## src/rtl/vc_pipe_sink_pkg.sv

```systemverilog
// vc_pipe_sink_pkg: shared definitions for the pipeline tail-end sink.
// Holds the buffer depth and the state encoding, which doubles as the
// occupancy count.
package vc_pipe_sink_pkg;

  localparam int DEPTH = 2;

  typedef enum logic [1:0] {
    VC_PIPE_SINK_EMPTY = 2'd0,
    VC_PIPE_SINK_ONE   = 2'd1,
    VC_PIPE_SINK_FULL  = 2'd2
  } state_t;

endpackage

```

## src/rtl/vc_pipe_sink_if.sv

```systemverilog
// vc_pipe_sink_if: groups the upstream val/stall/squash signals and the
// downstream val/rdy signals of the sink. The master drives messages in
// and consumes them; the slave is the sink itself.
// Optional macro VC_PIPE_SINK_SQUASH_EN adds the flush request.
interface vc_pipe_sink_if #(
  parameter int NBITS = 32
);

  logic             in_val;
  logic [NBITS-1:0] in_msg;
  logic             in_stall;
  logic             in_squash;
`ifdef VC_PIPE_SINK_SQUASH_EN
  logic             flush;
`endif
  logic             out_val;
  logic             out_rdy;
  logic [NBITS-1:0] out_msg;

  modport master (
    output in_val, in_msg, out_rdy,
`ifdef VC_PIPE_SINK_SQUASH_EN
    output flush,
`endif
    input  in_stall, in_squash, out_val, out_msg
  );

  modport slave (
    input  in_val, in_msg, out_rdy,
`ifdef VC_PIPE_SINK_SQUASH_EN
    input  flush,
`endif
    output in_stall, in_squash, out_val, out_msg
  );

endinterface

```

## src/rtl/vc_pipe_sink_ctrl.sv

```systemverilog
// vc_PipeSinkCtrl: control for the 2-entry skid buffer. Owns the occupancy
// FSM, the head/tail pointers and the sticky error flag, and tells the
// datapath which entry to write and which to present.
// Optional macro VC_PIPE_SINK_SQUASH_EN adds the flush input.
module vc_PipeSinkCtrl
  import vc_pipe_sink_pkg::*;
(
  input  logic             clk,
  input  logic             reset,
  input  logic             in_val,
  input  logic             out_rdy,
`ifdef VC_PIPE_SINK_SQUASH_EN
  input  logic             flush,
`endif
  output logic             in_stall,
  output logic             in_squash,
  output logic             out_val,
  output logic [1:0]       count,
  output logic             err,
  output logic [DEPTH-1:0] wr_en,
  output logic             head_sel
);

  localparam int PTR_W = $clog2(DEPTH);

  state_t           state, state_next;
  logic [PTR_W-1:0] head_ptr, head_next;
  logic [PTR_W-1:0] tail_ptr, tail_next;
  logic             flush_eff;
  logic             enq;
  logic             deq;

`ifdef VC_PIPE_SINK_SQUASH_EN
  assign flush_eff = flush;
`else
  assign flush_eff = 1'b0;
`endif

  // Stall comes only from registered state so no input reaches it combinationally.
  assign in_stall  = (state == VC_PIPE_SINK_FULL);
  assign in_squash = flush_eff;
  assign out_val   = (state != VC_PIPE_SINK_EMPTY);
  assign count     = state;
  assign head_sel  = head_ptr;
  assign enq       = in_val && !in_stall && !flush_eff;
  assign deq       = out_val && out_rdy;

  // State, pointers and the sticky violation flag.
  always_ff @(posedge clk or negedge reset) begin
    if (!reset) begin
      state    <= VC_PIPE_SINK_EMPTY;
      head_ptr <= '0;
      tail_ptr <= '0;
      err      <= 1'b0;
    end else begin
      state    <= state_next;
      head_ptr <= head_next;
      tail_ptr <= tail_next;
      if (in_val && in_stall) begin
        err <= 1'b1;
      end
    end
  end

  // Next occupancy and pointer advance; a flush wins over everything else.
  always_comb begin
    state_next = state;
    head_next  = head_ptr;
    tail_next  = tail_ptr;
    if (enq) begin
      tail_next = tail_ptr + 1'b1;
    end
    if (deq) begin
      head_next = head_ptr + 1'b1;
    end
    case (state)
      VC_PIPE_SINK_EMPTY: if (enq) state_next = VC_PIPE_SINK_ONE;
      VC_PIPE_SINK_ONE: begin
        if (enq && !deq) begin
          state_next = VC_PIPE_SINK_FULL;
        end else if (deq && !enq) begin
          state_next = VC_PIPE_SINK_EMPTY;
        end
      end
      VC_PIPE_SINK_FULL: if (deq) state_next = VC_PIPE_SINK_ONE;
      default: state_next = VC_PIPE_SINK_EMPTY;
    endcase
`ifdef VC_PIPE_SINK_SQUASH_EN
    if (flush_eff) begin
      state_next = VC_PIPE_SINK_EMPTY;
      head_next  = '0;
      tail_next  = '0;
    end
`endif
  end

  // Steer the enqueued message into the entry at the tail pointer.
  always_comb begin
    wr_en = '0;
    if (enq) begin
      wr_en[tail_ptr] = 1'b1;
    end
  end

endmodule

```

## src/rtl/vc_pipe_sink_reg.sv

```systemverilog
// vc_EnResetReg: enabled data register that clears to zero on the
// asynchronous active-low reset.
module vc_EnResetReg #(
  parameter int NBITS = 32
) (
  input  logic             clk,
  input  logic             reset,
  input  logic             en,
  input  logic [NBITS-1:0] d,
  output logic [NBITS-1:0] q
);

  // Capture d only when enabled; hold otherwise.
  always_ff @(posedge clk or negedge reset) begin
    if (!reset) begin
      q <= '0;
    end else if (en) begin
      q <= d;
    end
  end

endmodule

```

## src/rtl/vc_pipe_sink.sv

```systemverilog
// vc_pipe_sink: tail-end receiver for the val/stall/squash pipeline. Buffers
// up to two messages and presents them on a val/rdy port in FIFO order.
// Optional macro VC_PIPE_SINK_SQUASH_EN enables the consumer flush/squash.
module vc_pipe_sink
  import vc_pipe_sink_pkg::*;
#(
  parameter int NBITS = 32
) (
  input  logic          clk,
  input  logic          reset,
  vc_pipe_sink_if.slave pipe,
  output logic [1:0]    count,
  output logic          err
);

  logic [DEPTH-1:0] wr_en;
  logic             head_sel;
  logic [NBITS-1:0] entry_q [DEPTH];

  vc_PipeSinkCtrl ctrl (
    .clk       (clk),
    .reset     (reset),
    .in_val    (pipe.in_val),
    .out_rdy   (pipe.out_rdy),
`ifdef VC_PIPE_SINK_SQUASH_EN
    .flush     (pipe.flush),
`endif
    .in_stall  (pipe.in_stall),
    .in_squash (pipe.in_squash),
    .out_val   (pipe.out_val),
    .count     (count),
    .err       (err),
    .wr_en     (wr_en),
    .head_sel  (head_sel)
  );

  for (genvar i = 0; i < DEPTH; i++) begin : g_entry
    vc_EnResetReg #(.NBITS(NBITS)) entry (
      .clk   (clk),
      .reset (reset),
      .en    (wr_en[i]),
      .d     (pipe.in_msg),
      .q     (entry_q[i])
    );
  end

  assign pipe.out_msg = entry_q[head_sel];

endmodule
```

## src/flat_wrapper.sv

```systemverilog
// flat-port wrapper written by rule: the top's interface ports become plain ports
module vc_pipe_sink_flat import vc_pipe_sink_pkg::*;
#(
  parameter int NBITS = 32
)
  (clk, reset, count, err, pipe_in_val, pipe_in_msg, pipe_out_rdy, pipe_in_stall, pipe_in_squash, pipe_out_val, pipe_out_msg);
  vc_pipe_sink_if #(.NBITS(NBITS)) pipe_i ();
  input  logic clk;
  input  logic reset;
  output logic [1:0] count;
  output logic err;
  input wire logic [$bits(pipe_i.in_val)-1:0] pipe_in_val;
  input wire logic [$bits(pipe_i.in_msg)-1:0] pipe_in_msg;
  input wire logic [$bits(pipe_i.out_rdy)-1:0] pipe_out_rdy;
  output wire logic [$bits(pipe_i.in_stall)-1:0] pipe_in_stall;
  output wire logic [$bits(pipe_i.in_squash)-1:0] pipe_in_squash;
  output wire logic [$bits(pipe_i.out_val)-1:0] pipe_out_val;
  output wire logic [$bits(pipe_i.out_msg)-1:0] pipe_out_msg;
  assign pipe_i.in_val = pipe_in_val;
  assign pipe_i.in_msg = pipe_in_msg;
  assign pipe_i.out_rdy = pipe_out_rdy;
  assign pipe_in_stall = pipe_i.in_stall;
  assign pipe_in_squash = pipe_i.in_squash;
  assign pipe_out_val = pipe_i.out_val;
  assign pipe_out_msg = pipe_i.out_msg;
  vc_pipe_sink #(.NBITS(NBITS)) u_core (.clk(clk), .reset(reset), .pipe(pipe_i), .count(count), .err(err));
endmodule
```

## config.mk

```make
export PLATFORM = sky130hd
export DESIGN_NAME = vc_pipe_sink_flat
export DESIGN_NICKNAME = d
export VERILOG_FILES = /design/src/rtl/vc_pipe_sink_pkg.sv /design/src/rtl/vc_pipe_sink_if.sv /design/src/rtl/vc_pipe_sink_ctrl.sv /design/src/rtl/vc_pipe_sink_reg.sv /design/src/rtl/vc_pipe_sink.sv /design/src/flat_wrapper.sv
export SDC_FILE = /design/constraint.sdc
export NUM_CORES = 1
export LEC_CHECK = 0
export BUFFER_PORTS_ARGS = -buffer_cell sky130_fd_sc_hd__buf_2
export CELL_PAD_IN_SITES_DETAIL_PLACEMENT = 1
export CELL_PAD_IN_SITES_GLOBAL_PLACEMENT = 2
export CORE_UTILIZATION = 37
export CTS_CLUSTER_SIZE = 40
export DETAILED_ROUTE_END_ITERATION = 7
export PLACE_DENSITY_LB_ADDON = 0.1
export SYNTH_ARGS = -nofsm -noshare
export SYNTH_HDL_FRONTEND = slang
export SYNTH_SLANG_ARGS = --single-unit
```

## constraint.sdc

```tcl
create_clock -name clk -period 1.7 [get_ports clk]
set_input_delay 0.34 -clock clk [delete_from_list [all_inputs] [get_ports clk]]
set_output_delay 0.34 -clock clk [all_outputs]
set_load 0.005 [all_outputs]
```

---- Word level (Yosys, flattened, before mapping) ----
Cells that the tools add are included.
word-level totals
  output and inout port bits .............. 38
  flip-flop bits (word level) ............. 69
  ROM bits ................................ 0
  RAM bits ................................ 0
  input port bits ......................... 36
  memories ................................ 0
  word-level logic and storage cells ...... 40
  latch bits .............................. 0
operators by class
  multipliers ............................. 0
  shifts and indexed selects .............. 0
  divide/modulo/power cells ............... 0
  reduce and logical (&&, ||, !) cells .... 12
  bitwise logic cells ..................... 1
  magnitude comparators ................... 3
  add/subtract/negate cells ............... 2
  eq/ne operators ......................... 5
  mux-type cells .......................... 11
operator list
  operator               number
  $mux W32               3
  $mux W2                5
  $logic_and A1 B1 Y1    6
  $pmux W2 S3            1
  $logic_not A1 Y1       3
  $ne A3 B3 Y1 const B   1
  $reduce_and A3 Y1      1
  $add A1 B1 Y1 const B  2
  $eq A2 B1 Y1 const B   1
  $eq A2 B2 Y1 const B   1
  $ge A2 B2 Y1 const B   1
  $logic_not A2 Y1       1
  $lt A1 B2 Y1 const B   1
  $ne A2 B1 Y1 const B   1
  $ne A2 B2 Y1 const B   1
  $not A1 Y2             1
  $reduce_bool A2 Y1     1
  $demux W1 S1           1
  $ge A1 B1 Y1 const B   1
  $mux W1                1

---- Longest topological paths before layout ----
Gate-level depths: netlist of run 1.
  depth in word-level cells ............... 8
  depth in mapped cells ................... 5
  mapped depth without buffers ............ 4

---- By module ----
A second synthesis of run 1 with hierarchy kept.
unflattened totals
  cells, all modules ...................... 195
  area, all modules ....................... 3475.8 um^2
modules (own cells, without submodules)
  module           instances  area an instance (um^2)  seq. area each (um^2)  cells an instance
  vc_EnResetReg    2          1345.0                   800.8                  68
  vc_pipe_sink     1          544.3                    0.0                    36
  vc_PipeSinkCtrl  1          241.5                    125.1                  23

---- Worst setup path after synthesis of run 1 ----
Ideal clock, no wire load.
  path type ............................... register to register
  from .................................... register u_core.ctrl.state[0] (netlist: u_core.ctrl.count[0])
  to ...................................... register u_core.g_entry[0].entry.q[0]
  setup slack ............................. 0.179 ns
  cell stages (with the launch flop) ...... 6
  arrival ................................. 1.396 ns
  path buffers ............................ 1
  library setup time ...................... 0.125 ns
  data required time ...................... 1.575 ns
  cells stage by stage .................... dfrtp_1 > nand2b_2 > inv_2 > nor3b_4 > buf_6 > mux2_2
between the ends
  longest elaborated chain between the ends .. 4
RTL lines
  item                      RTL line                  text
  start: declaration        vc_pipe_sink_ctrl.sv:26   state_t state, state_next;
  start signal: assignment  vc_pipe_sink_ctrl.sv:56   state <= state_next;
  $eq A2 B2 Y1              vc_pipe_sink_ctrl.sv:40   assign in_stall = (state == VC_PIPE_SINK_FULL);
  named net pipe_in_stall   flat_wrapper.sv:15        output wire logic [$bits(pipe_i.in_stall)-1:0] pipe_in_stall;
  $logic_not A1 Y1          vc_pipe_sink_ctrl.sv:45   assign enq = in_val && !in_stall && !flush_eff;
  $logic_and A1 B1 Y1       vc_pipe_sink_ctrl.sv:45
  $mux W2                   vc_pipe_sink_ctrl.sv:100  if (enq) begin
  end signal: assignment    vc_pipe_sink_reg.sv:16    q <= '0;
  end signal: assignment    vc_pipe_sink_reg.sv:18    q <= d;
  end: declaration          vc_pipe_sink_reg.sv:10    output logic [NBITS-1:0] q
The timed path passes the listed nets, and every way through them passes these cells.
A chain may end at the register's enable or synchronous reset.

---- Final worst setup path of run 1 ----
  from .................................... register u_core.ctrl.head_ptr (netlist: u_core.ctrl.head_sel)
  to ...................................... output port pipe_out_msg[27]
between the ends
  longest elaborated chain between the ends .. 4
RTL lines
  item                                          RTL line                 text
  start: declaration                            vc_pipe_sink_ctrl.sv:27  logic [PTR_W-1:0] head_ptr, head_next;
  start signal: assignment                      vc_pipe_sink_ctrl.sv:57  head_ptr <= head_next;
  $not A1 Y2 (implied by the code)              vc_pipe_sink.sv:47       assign pipe.out_msg = entry_q[head_sel];
  $mux W32 (implied by the code) (3 in series)  vc_pipe_sink.sv:47
  end: declaration                              flat_wrapper.sv:18       output wire logic [$bits(pipe_i.out_msg)-1:0] pipe_out_msg;
Every way passes these cells. The select of a mux whose other input is x is not followed.

==> metrics.cfg, run 1 <==
[critical_path]
cp.arrival_ns = 1.47
cp-end-kind = output pin
critical_path.startpoint = u_core.ctrl.head_sel$_DFFE_PN0P_
critPathLaunchType = flop
path_max_fanout = 8
r2r-start = u_core.ctrl.count[0]$_DFFE_PN0P_
r2r_slack_ns = 0.19
crit_type = reg2out
crit_required_ns = 1.36

[power]
p_leak_nw = 1.828
peakVddDrop_mv = 0.7076
p_per_area_nw_per_um2 = 2020

[global_routing]
grt_overflow_total = 0
met1_usage = 0.2332
grt_pass1_wl_um = 10630
grt_pass1_vias = 2010
busiest_layer = met2
grt_max_degree = 34
met2_usage = 0.2414
antenna_found_initial = 0
grt_usage = 0.1648
met3_usage = 0.03612

[cts]
clk_latency_ns = 0.34
cts_tree = built
cts_root_buf = clkbuf_8
clock_path_buffers = 2
htree_levels = 3
clkTransAtPathRegs_ns = 0.08
cts_inserted_buffers = 9
cts.sinks = 69

[sta]
worst_slack_ns = -0.1081
final_max_slew_viol_count = 0
setup_violations = 32
fmax_mhz = 553.1
fin_crit_ns = 1.808
fin_crit_sh = 1.064
hold_viol_final = 0
fin_skew_ns = 0.006481
rsz0062_at_grt = yes

[finish]
layout_commonest_cell = mux2_2
fill_cells = 804
nets = 317
n_antenna_cell = 0
drive_above_1_share = 0.7168
fin_area_um2 = 4026
mostFrequentLayoutCells = mux2_2, dfrtp_1, buf_2
syn_to_final_growth_pct = 32.21
utilization = 0.5131

[synthesis]
synth.net_count = 230
synth_cells = 194
avgSynthCellArea_um2 = 15.70
synth_cell_types = 21
synth-seq-cells = 69
seq_area_frac_synth = 0.5670
synth_area_um2 = 3045
ys_warn_count = 0

[detailed_routing]
finalWirelength_um = 6654
drtIter0Drc = 38
drtAntennaViolNets = 0
drc = 0
viasPerCell = 4.863
first_pass_iters = 4
drt-wirelength-per-cell_um = 17.15
vias = 1887

[floorplan]
fp.coreArea_um2 = 7848
die_x_um = 92.73
die_h_um = 92.73
die_area_um2 = 8598
start_util = 0.3881
rows = 32
boundaryPins = 74

[hold_path]
hold_path_class = in2reg
min_from = pipe_out_rdy

[place]
hpwl_um = 4046
portBuffers = 72
dpl_cell_area_um2 = 3572
place.gp.congestion = 0.6765

[run_status]
status = complete, but fails checks
failed_checks = negative setup slack

[run]
maxCapViolCount = 0

## final timing paths
check,to,cells after the start
max in group asynchronous,u_core.ctrl.head_sel$_DFFE_PN0P_,3
max,pipe_out_msg[27],4
min in group asynchronous,u_core.g_entry[1].entry.q[10]$_DFFE_PN0P_,2
min,u_core.ctrl.count[1]$_DFFE_PN0P_,2
min reg2reg,u_core.ctrl.err$_DFFE_PN0P_,1
max reg2reg,u_core.g_entry[0].entry.q[16]$_DFFE_PN0P_,5
## Yosys cell counts
| cell type | number | area [µm²] |
|---|---|---|
| a21o_1 | 1 | 7.510 |
| a21oi_1 | 2 | 10.01 |
| and3_1 | 1 | 6.260 |
| buf_2 | 3 | 15.01 |
| buf_4 | 1 | 7.510 |
| buf_6 | 7 | 78.83 |
| clkbuf_1 | 1 | 3.750 |
| conb_1 | 1 | 3.750 |
| dfrtp_1 | 69 | 1727 |
| inv_2 | 1 | 3.750 |
| mux2_2 | 93 | 1047 |
| mux2_4 | 3 | 45.04 |
| mux2i_1 | 1 | 10.01 |
| nand2_1 | 2 | 7.510 |
| nand2b_2 | 1 | 8.760 |
| nand3b_1 | 1 | 7.510 |
| nor3b_1 | 1 | 7.510 |
| nor3b_4 | 1 | 18.77 |
| o22ai_1 | 1 | 6.260 |
| or2_2 | 1 | 6.260 |
| xnor2_1 | 2 | 17.52 |
## power breakdown
group / internal (mW) / switching [mW]
Clock: 0.818 / 0.627
Combinational: 2.51 / 1.30
Sequential: 2.47 / 0.417
Total: 5.79 / 2.34
## state kept, by name, indices dropped and copies added, names as in the netlist
| register | cells |
|---|---|
| u_core.g_entry.entry.q | 64 |
| u_core.ctrl.err | 1 |
| u_core.ctrl.tail_ptr | 1 |
| u_core.ctrl.head_sel | 1 |
| u_core.ctrl.count | 2 |
## metrics by stage
| step | setup TNS [ns] | worst slack (ns) | hold WS, ns | std cells | total power, mW |
|---|---|---|---|---|---|
| global route | -5.065 | -0.1685 | 0.2091 | 388 | 8.659 |
| CTS | -3.533 | -0.1208 | 0.1984 | 387 | 7.692 |
| global placement | 0 | 0.2391 | 0.3413 | 365 | 5.856 |
| detailed placement | 0 | 0.1976 | 0.3398 | 365 | 5.942 |
| floorplan | 0 | 0.1790 | 0.04441 | 194 | 4.825 |
| finish | -3.071 | -0.1081 | 0.2176 | 388 | 8.134 |
## critical path, cell delays in order, from the launching register on
cell	delay [ns]
dfrtp_2	0.38
buf_6	0.13
clkbuf_16	0.16
mux2_2	0.34
buf_2	0.13
## logic make-up (layout without fill, tap and decap cells)
group | count (synthesis) | after routing | synth area share
multiplexers | 97 | 97 | 0.3620
flip-flops | 69 | 69 | 0.5670
buffers and inverters | 13 | 105 | 0.03574
AND/OR/NAND/NOR | 8 | 8 | 0.02055
AO/OA/AOI/OAI | 4 | 4 | 0.007808
XOR/XNOR | 2 | 2 | 0.005753
other | 1 | 1 | 0.001231
## cell type report
cell class                 instances  area, µm²  area share
sequential                        69       1728      0.4291
tap                              102      127.6     0.03170
timing repair buffer              88      704.4      0.1750
clock buffer                       9      123.9     0.03076
multi-input combinational        112       1249      0.3101
clock inverter                     7      90.09     0.02237
inverter                           1      3.754   0.0009323
## per-layer routing
layer | vias up | part of all wire
met5 | - | 0
li1 | 863 | -
met4 | 0 | 0.015
met3 | 8 | 0.035
met1 | 969 | 0.49
met2 | 47 | 0.46
## repair_timing
action	in CTS	in global routing
buffers inserted	3	0
cloned	2	1
gates resized for setup	3	25
hold buffers	1	0
hold endpoints to repair	17	0
endpoints found under the setup margin	32	32
Power figures use the tool's default switching activity.
==> run 2, diff against run 1 <==
Settings changed: RECOVER_POWER set to 50.
==> run 2 against run 1 <==
The flow still finishes with violations (negative setup slack). Critical path depth did not move. Register-to-register slack got worse by 0.04 ns. Utilization fell by 0.48 points. Critical endpoint unchanged.
==> metrics.cfg, run 2 (synthesis gave the netlist of run 1 again) <==
[power]
p_leak_nw = 1.809  ; -0.99%
switching_power_mw = 2.334  ; -0.25%
peakVddDrop_mv = 0.7088  ; +0.17%
combinationalPowerShare = 0.467  ; about the same
p_per_area_nw_per_um2 = 2034  ; +0.68%
swShare = 0.2877  ; about the same
pwr-share-seq = 0.355  ; about the same
p_int_mw = 5.779  ; -0.26%
clockPowerShare = 0.178  ; about the same

[sta]
fin_setup_tns_ns = -3.050  ; +0.02174 ns
final_max_slew_viol_count = 0  ; unchanged
fin_crit_ns = 1.806  ; -0.001643 ns
fin_crit_sh = 1.063  ; about the same
hold_viol_final = 0  ; unchanged
fin_skew_ns = 0.006396  ; -0.00008529 ns
hold_slack_ns = 0.2176  ; +0.00001200 ns
worst_slack_ns = -0.1065  ; +0.001643 ns
setup_violations = 32  ; unchanged
rsz0062_at_grt = yes
fmax_mhz = 553.6  ; about the same

[floorplan]
die_h_um = 92.73  ; unchanged
rows = 32  ; unchanged
fp.coreArea_um2 = 7848  ; unchanged
boundaryPins = 74  ; unchanged
die_x_um = 92.73  ; unchanged
die_area_um2 = 8598  ; unchanged
start_util = 0.3881  ; unchanged

[critical_path]
r2r-start = u_core.ctrl.count[0]$_DFFE_PN0P_
rr_worst_depth = 5  ; unchanged
cp.arrival_ns = 1.47  ; about the same
critPathLaunchType = flop
rr_endpoint = u_core.g_entry[0].entry.q[16]$_DFFE_PN0P_
crit_type = reg2out
cp-end-kind = output pin
r2r_slack_ns = 0.15  ; -0.04 ns
path_max_fanout = 8  ; unchanged
crit_required_ns = 1.36  ; about the same

[cts]
clkTransAtPathRegs_ns = 0.08  ; about the same
clk_latency_ns = 0.34  ; about the same
htree_levels = 3  ; unchanged
cts_root_buf = clkbuf_8
clock_path_buffers = 2  ; unchanged
cts_tree = built
cts_inserted_buffers = 9  ; unchanged
cts.sinks = 69  ; unchanged

[finish]
syn_to_final_growth_pct = 30.98
nets = 317  ; unchanged
regMostFlops = u_core.g_entry.entry.q
fin_area_um2 = 3989  ; -0.93%
fill_cells = 808  ; +0.50%
n_antenna_cell = 0  ; unchanged
mostFrequentLayoutCells = mux2_2, dfrtp_1, buf_2
layout_commonest_cell = mux2_2
drive_above_1_share = 0.7063  ; -0.01049
largest_reg_flops = 64  ; unchanged

[place]
place.gp.congestion = 0.6765  ; unchanged
hpwl_um = 4046  ; unchanged
dp_slack_ns = 0.1976  ; unchanged
dpl_cell_area_um2 = 3572  ; unchanged
portBuffers = 72  ; unchanged

[global_routing]
grt_pass1_vias = 2010  ; unchanged
grt_usage = 0.1648  ; unchanged
grt_pass1_wl_um = 10630  ; unchanged
grt_max_degree = 34  ; unchanged
antenna_found_initial = 0  ; unchanged
grt_overflow_total = 0  ; unchanged

[detailed_routing]
viasPerCell = 4.897  ; +0.69%
first_pass_iters = 4  ; unchanged
drc = 0  ; unchanged
drtIter0Drc = 30  ; -21%
finalWirelength_um = 6654  ; unchanged
drt-wirelength-per-cell_um = 17.15  ; unchanged
drtAntennaViolNets = 0  ; unchanged
vias = 1900  ; +0.69%

[hold_path]
min_from = pipe_out_rdy
min_path_cells = 2  ; unchanged
holdPathEnd = u_core.ctrl.count[1]$_DFFE_PN0P_
hold_path_class = in2reg

[run_status]
failed_checks = negative setup slack
status = complete, but fails checks

[run]
maxCapViolCount = 0  ; unchanged

## run 2: changes by cell type in the layout (fill, tap and decap cells not counted)
cell,previous run,this run
clkbuf_1,0,2
clkbuf_2,0,2
nand2b_2,1,0
clkbuf_4,0,1
buf_2,59,58
buf_12,6,4
nand2b_1,0,1
buf_4,4,2
## run 2: worst max path at each step
stage                                     startpoint                                        end  slack [ns]
floorplan           u_core.ctrl.count[0]$_DFFE_PN0P_   u_core.g_entry[0].entry.q[0]$_DFFE_PN0P_        0.18
global placement    u_core.ctrl.count[0]$_DFFE_PN0P_  u_core.g_entry[0].entry.q[31]$_DFFE_PN0P_        0.24
detailed placement  u_core.ctrl.count[0]$_DFFE_PN0P_   u_core.g_entry[0].entry.q[9]$_DFFE_PN0P_        0.20
CTS                 u_core.ctrl.head_sel$_DFFE_PN0P_                            pipe_out_msg[4]       -0.12
global route        u_core.ctrl.head_sel$_DFFE_PN0P_                           pipe_out_msg[27]       -0.17
finish              u_core.ctrl.head_sel$_DFFE_PN0P_                           pipe_out_msg[27]       -0.11
## run 2: power by group through the flow
stage                     clock network [mW]  registers (mW)  logic (mW)
after floorplan                            0            2.76        2.06
after global placement                     0            2.87        2.99
after detailed placement                   0            2.88        3.06
after CTS                               1.50            2.87        3.32
after global routing                    1.56            3.00        4.09
final                                   1.44            2.88        3.79
## run 2: critical path, stage by stage, from the launching register on
cell	delay [ns]
dfrtp_2	0.38
buf_6	0.13
clkbuf_16	0.16
mux2_2	0.33
buf_2	0.13
## run 2: per-stage QoR
stage,utilization,instances,total power [mW]
floorplan,-,194,4.825
global placement,0.4552,365,5.856
global route,0.5083,388,8.642
finish,0.5083,388,8.113
CTS,0.4938,387,7.692
detailed placement,0.4552,365,5.942
## run 2: repair_timing
action	CTS	global route
endpoints found under the hold margin	17	0
endpoints found under the setup margin	32	32
gates resized for setup	3	25
setup buffers	3	0
hold buffers	1	0
cloned	2	1
## run 2: area by class of cell
type	instances	area, µm²	share of cell area
flip-flops and latches	69	1728	0.4332
repair buffers	88	669.4	0.1678
inverters	1	3.754	0.0009410
well taps	102	127.6	0.03199
clock inverters	7	90.09	0.02258
multi-input cells	112	1246	0.3124
clock buffers	9	123.9	0.03105
## run 2: routing by layer
metal / up-vias / track usage / routed length, µm
li1: 864 / - / -
met1: 981 / 0.2332 / 3217
met2: 47 / 0.2414 / 3107
met3: 8 / 0.03612 / 231
met4: 0 / 0.07308 / 97
met5: - / 0 / 0
==> run 3, diff against run 2 <==
Settings changed: CTS_CLUSTER_SIZE 40 to 20, SKIP_CTS_REPAIR_TIMING set to 1.
==> run 3 against run 2 <==
The run still ends with negative setup slack left. Setup slack improved by 0.019 ns. Sequential cell count did not move. Worst hold slack improved by 0.0072 ns. Wire length decreased by 4.7%. Clock skew fell by 0.0023 ns. Global-route usage is 0.86 points lower. Sequential power barely moved. Largest power group unchanged. Highest routed layer unchanged.
==> metrics.cfg, run 3 (synthesis gave the netlist of run 1 again) <==
[critical_path]
critical_path.startpoint = u_core.ctrl.head_sel$_DFFE_PN0P_
cp.arrival_ns = 1.45  ; -0.02 ns
crit_chain = clkbuf_16 -> mux2_2 -> buf_2
cpPeakStageDelay_ns = 0.43  ; +0.05 ns
cp-end-kind = output pin
r2r-start = u_core.ctrl.count[0]$_DFFE_PN0P_
crit_required_ns = 1.36  ; about the same
critPathLaunchType = flop
path_max_fanout = 16  ; +8
crit_type = reg2out
worstSetupPathDepth = 3  ; -1
rr_worst_depth = 5  ; unchanged
cp_slowest_cell = dfrtp_2
cp_top_family = flip-flops
crit_buf_inv = 2  ; -1

[power]
clockPowerShare = 0.193  ; +0.015
p_leak_nw = 1.716  ; -5.2%
p_int_mw = 5.291  ; -8.5%
p_per_area_nw_per_um2 = 1959  ; -3.7%
switching_power_mw = 2.179  ; -6.7%
swShare = 0.2917  ; +0.003982
pwr-share-seq = 0.386  ; +0.031
combinationalPowerShare = 0.422  ; -0.045
p_total_mw = 7.469  ; -7.9%
peakVddDrop_mv = 0.6587  ; -7.1%

[finish]
nets = 313  ; -1.3%
largest_reg_flops = 64  ; unchanged
regMostFlops = u_core.g_entry.entry.q
mostFrequentLayoutCells = mux2_2, buf_2, dfrtp_1
n_antenna_cell = 0  ; unchanged
drive_above_1_share = 0.7021  ; -0.004166
layout_commonest_cell = mux2_2
finalNonFillerCells = 384  ; -1.0%
syn_to_final_growth_pct = 25.18
fill_cells = 820  ; +1.5%

[floorplan]
boundaryPins = 74  ; unchanged
start_util = 0.3881  ; unchanged
die_h_um = 92.73  ; unchanged
die_area_um2 = 8598  ; unchanged
rows = 32  ; unchanged
die_x_um = 92.73  ; unchanged
fp.coreArea_um2 = 7848  ; unchanged

[detailed_routing]
drtAntennaViolNets = 0  ; unchanged
drc = 0  ; unchanged
first_pass_iters = 3  ; -1
finalWirelength_um = 6338  ; -4.7%
drtIter0Drc = 35  ; +17%
viasPerCell = 4.870  ; -0.55%
vias = 1870  ; -1.6%
drt-wirelength-per-cell_um = 16.51  ; -3.8%

[sta]
hold_viol_final = 0  ; unchanged
setup_violations = 32  ; unchanged
final_max_slew_viol_count = 0  ; unchanged
worst_slack_ns = -0.08774  ; +0.01872 ns
fin_skew_ns = 0.004118  ; -0.002277 ns
fin_crit_sh = 1.052  ; -0.01101
rsz0062_at_grt = yes
fmax_mhz = 559.4  ; +1.0%
fin_crit_ns = 1.788  ; -0.01872 ns
fin_setup_tns_ns = -2.136  ; +0.9142 ns

[run]
maxCapViolCount = 0  ; unchanged

[cts]
clock_path_buffers = 2  ; unchanged
htree_levels = 3  ; unchanged
cts_inserted_buffers = 9  ; unchanged
clk_latency_ns = 0.33  ; about the same
cts.sinks = 69  ; unchanged
cts_tree = built
clkTransAtPathRegs_ns = 0.07  ; about the same
cts_root_buf = clkbuf_8

[hold_path]
min_path_cells = 2  ; unchanged
hold_path_class = in2reg
min_from = pipe_out_rdy

[run_status]
status = complete, but fails checks
failed_checks = negative setup slack

[place]
portBuffers = 72  ; unchanged
place.gp.congestion = 0.6765  ; unchanged
hpwl_um = 4046  ; unchanged
dp_cells = 365  ; unchanged

[global_routing]
grt_overflow_total = 0  ; unchanged
antenna_found_initial = 0  ; unchanged
grt_pass1_vias = 2003  ; -0.35%
grt_usage = 0.1562  ; -0.008608
grt_pass1_wl_um = 10210  ; -4.0%
grt_max_degree = 34  ; unchanged

==> run 3: cell count changes in the layout (fill, tap and decap cells not counted) <==
cell    delta
mux2_2     +8
buf_2     +11
buf_6     -13
mux2_4     -8
buf_16     -2
==> run 3: per-stage QoR <==
step / cell area [µm²] / setup slack, ns / hold WS, ns / util
global route: 3812 / -0.1521 / 0.2142 / 0.4858
CTS: 3786 / -0.1348 / -0.04083 / 0.4825
detailed placement: 3572 / 0.1976 / 0.3398 / 0.4552
floorplan: 3045 / 0.1790 / 0.04441 / -
finish: 3812 / -0.08774 / 0.2248 / 0.4858
global placement: 3572 / 0.2391 / 0.3413 / 0.4552
==> run 3: final cells by class <==
cell class	count	area, µm²	share of cell area
flip-flops and latches	69	1728	0.4532
multi-input cells	112	1216	0.3190
repair buffers	84	523.0	0.1372
well taps	102	127.6	0.03348
clock buffers	9	123.9	0.03249
clock inverters	7	90.09	0.02363
inverters	1	3.754	0.0009846
==> run 3: path summary, 6_finish.rpt <==
path	to	slack, ns
worst min register to register	u_core.ctrl.err$_DFFE_PN0P_	0.45
worst max-delay path	pipe_out_msg[27]	-0.09
max in group asynchronous	u_core.ctrl.head_sel$_DFFE_PN0P_	0.30
worst max register to register	u_core.g_entry[0].entry.q[11]$_DFFE_PN0P_	0.16
min in group asynchronous	u_core.g_entry[1].entry.q[10]$_DFFE_PN0P_	0.48
worst min-delay path	u_core.ctrl.count[1]$_DFFE_PN0P_	0.22
==> run 3: routing by layer <==
layer | wire [µm] | vias up | share of wire | GRT usage
met3 | 239 | 9 | 0.038 | 0.03448
met2 | 2891 | 47 | 0.46 | 0.2315
met1 | 3119 | 956 | 0.49 | 0.2170
met4 | 87 | 0 | 0.014 | 0.07308
met5 | 0 | - | 0 | 0
li1 | - | 858 | - | -
==> run 3: power groups by stage <==
| stage | Combinational [mW] | Sequential [mW] | Clock, mW |
|---|---|---|---|
| after floorplan | 2.06 | 2.76 | 0 |
| after global placement | 2.99 | 2.87 | 0 |
| after detailed placement | 3.06 | 2.88 | 0 |
| after CTS | 3.07 | 2.87 | 1.50 |
| after global routing | 3.45 | 3.00 | 1.56 |
| final | 3.15 | 2.88 | 1.44 |
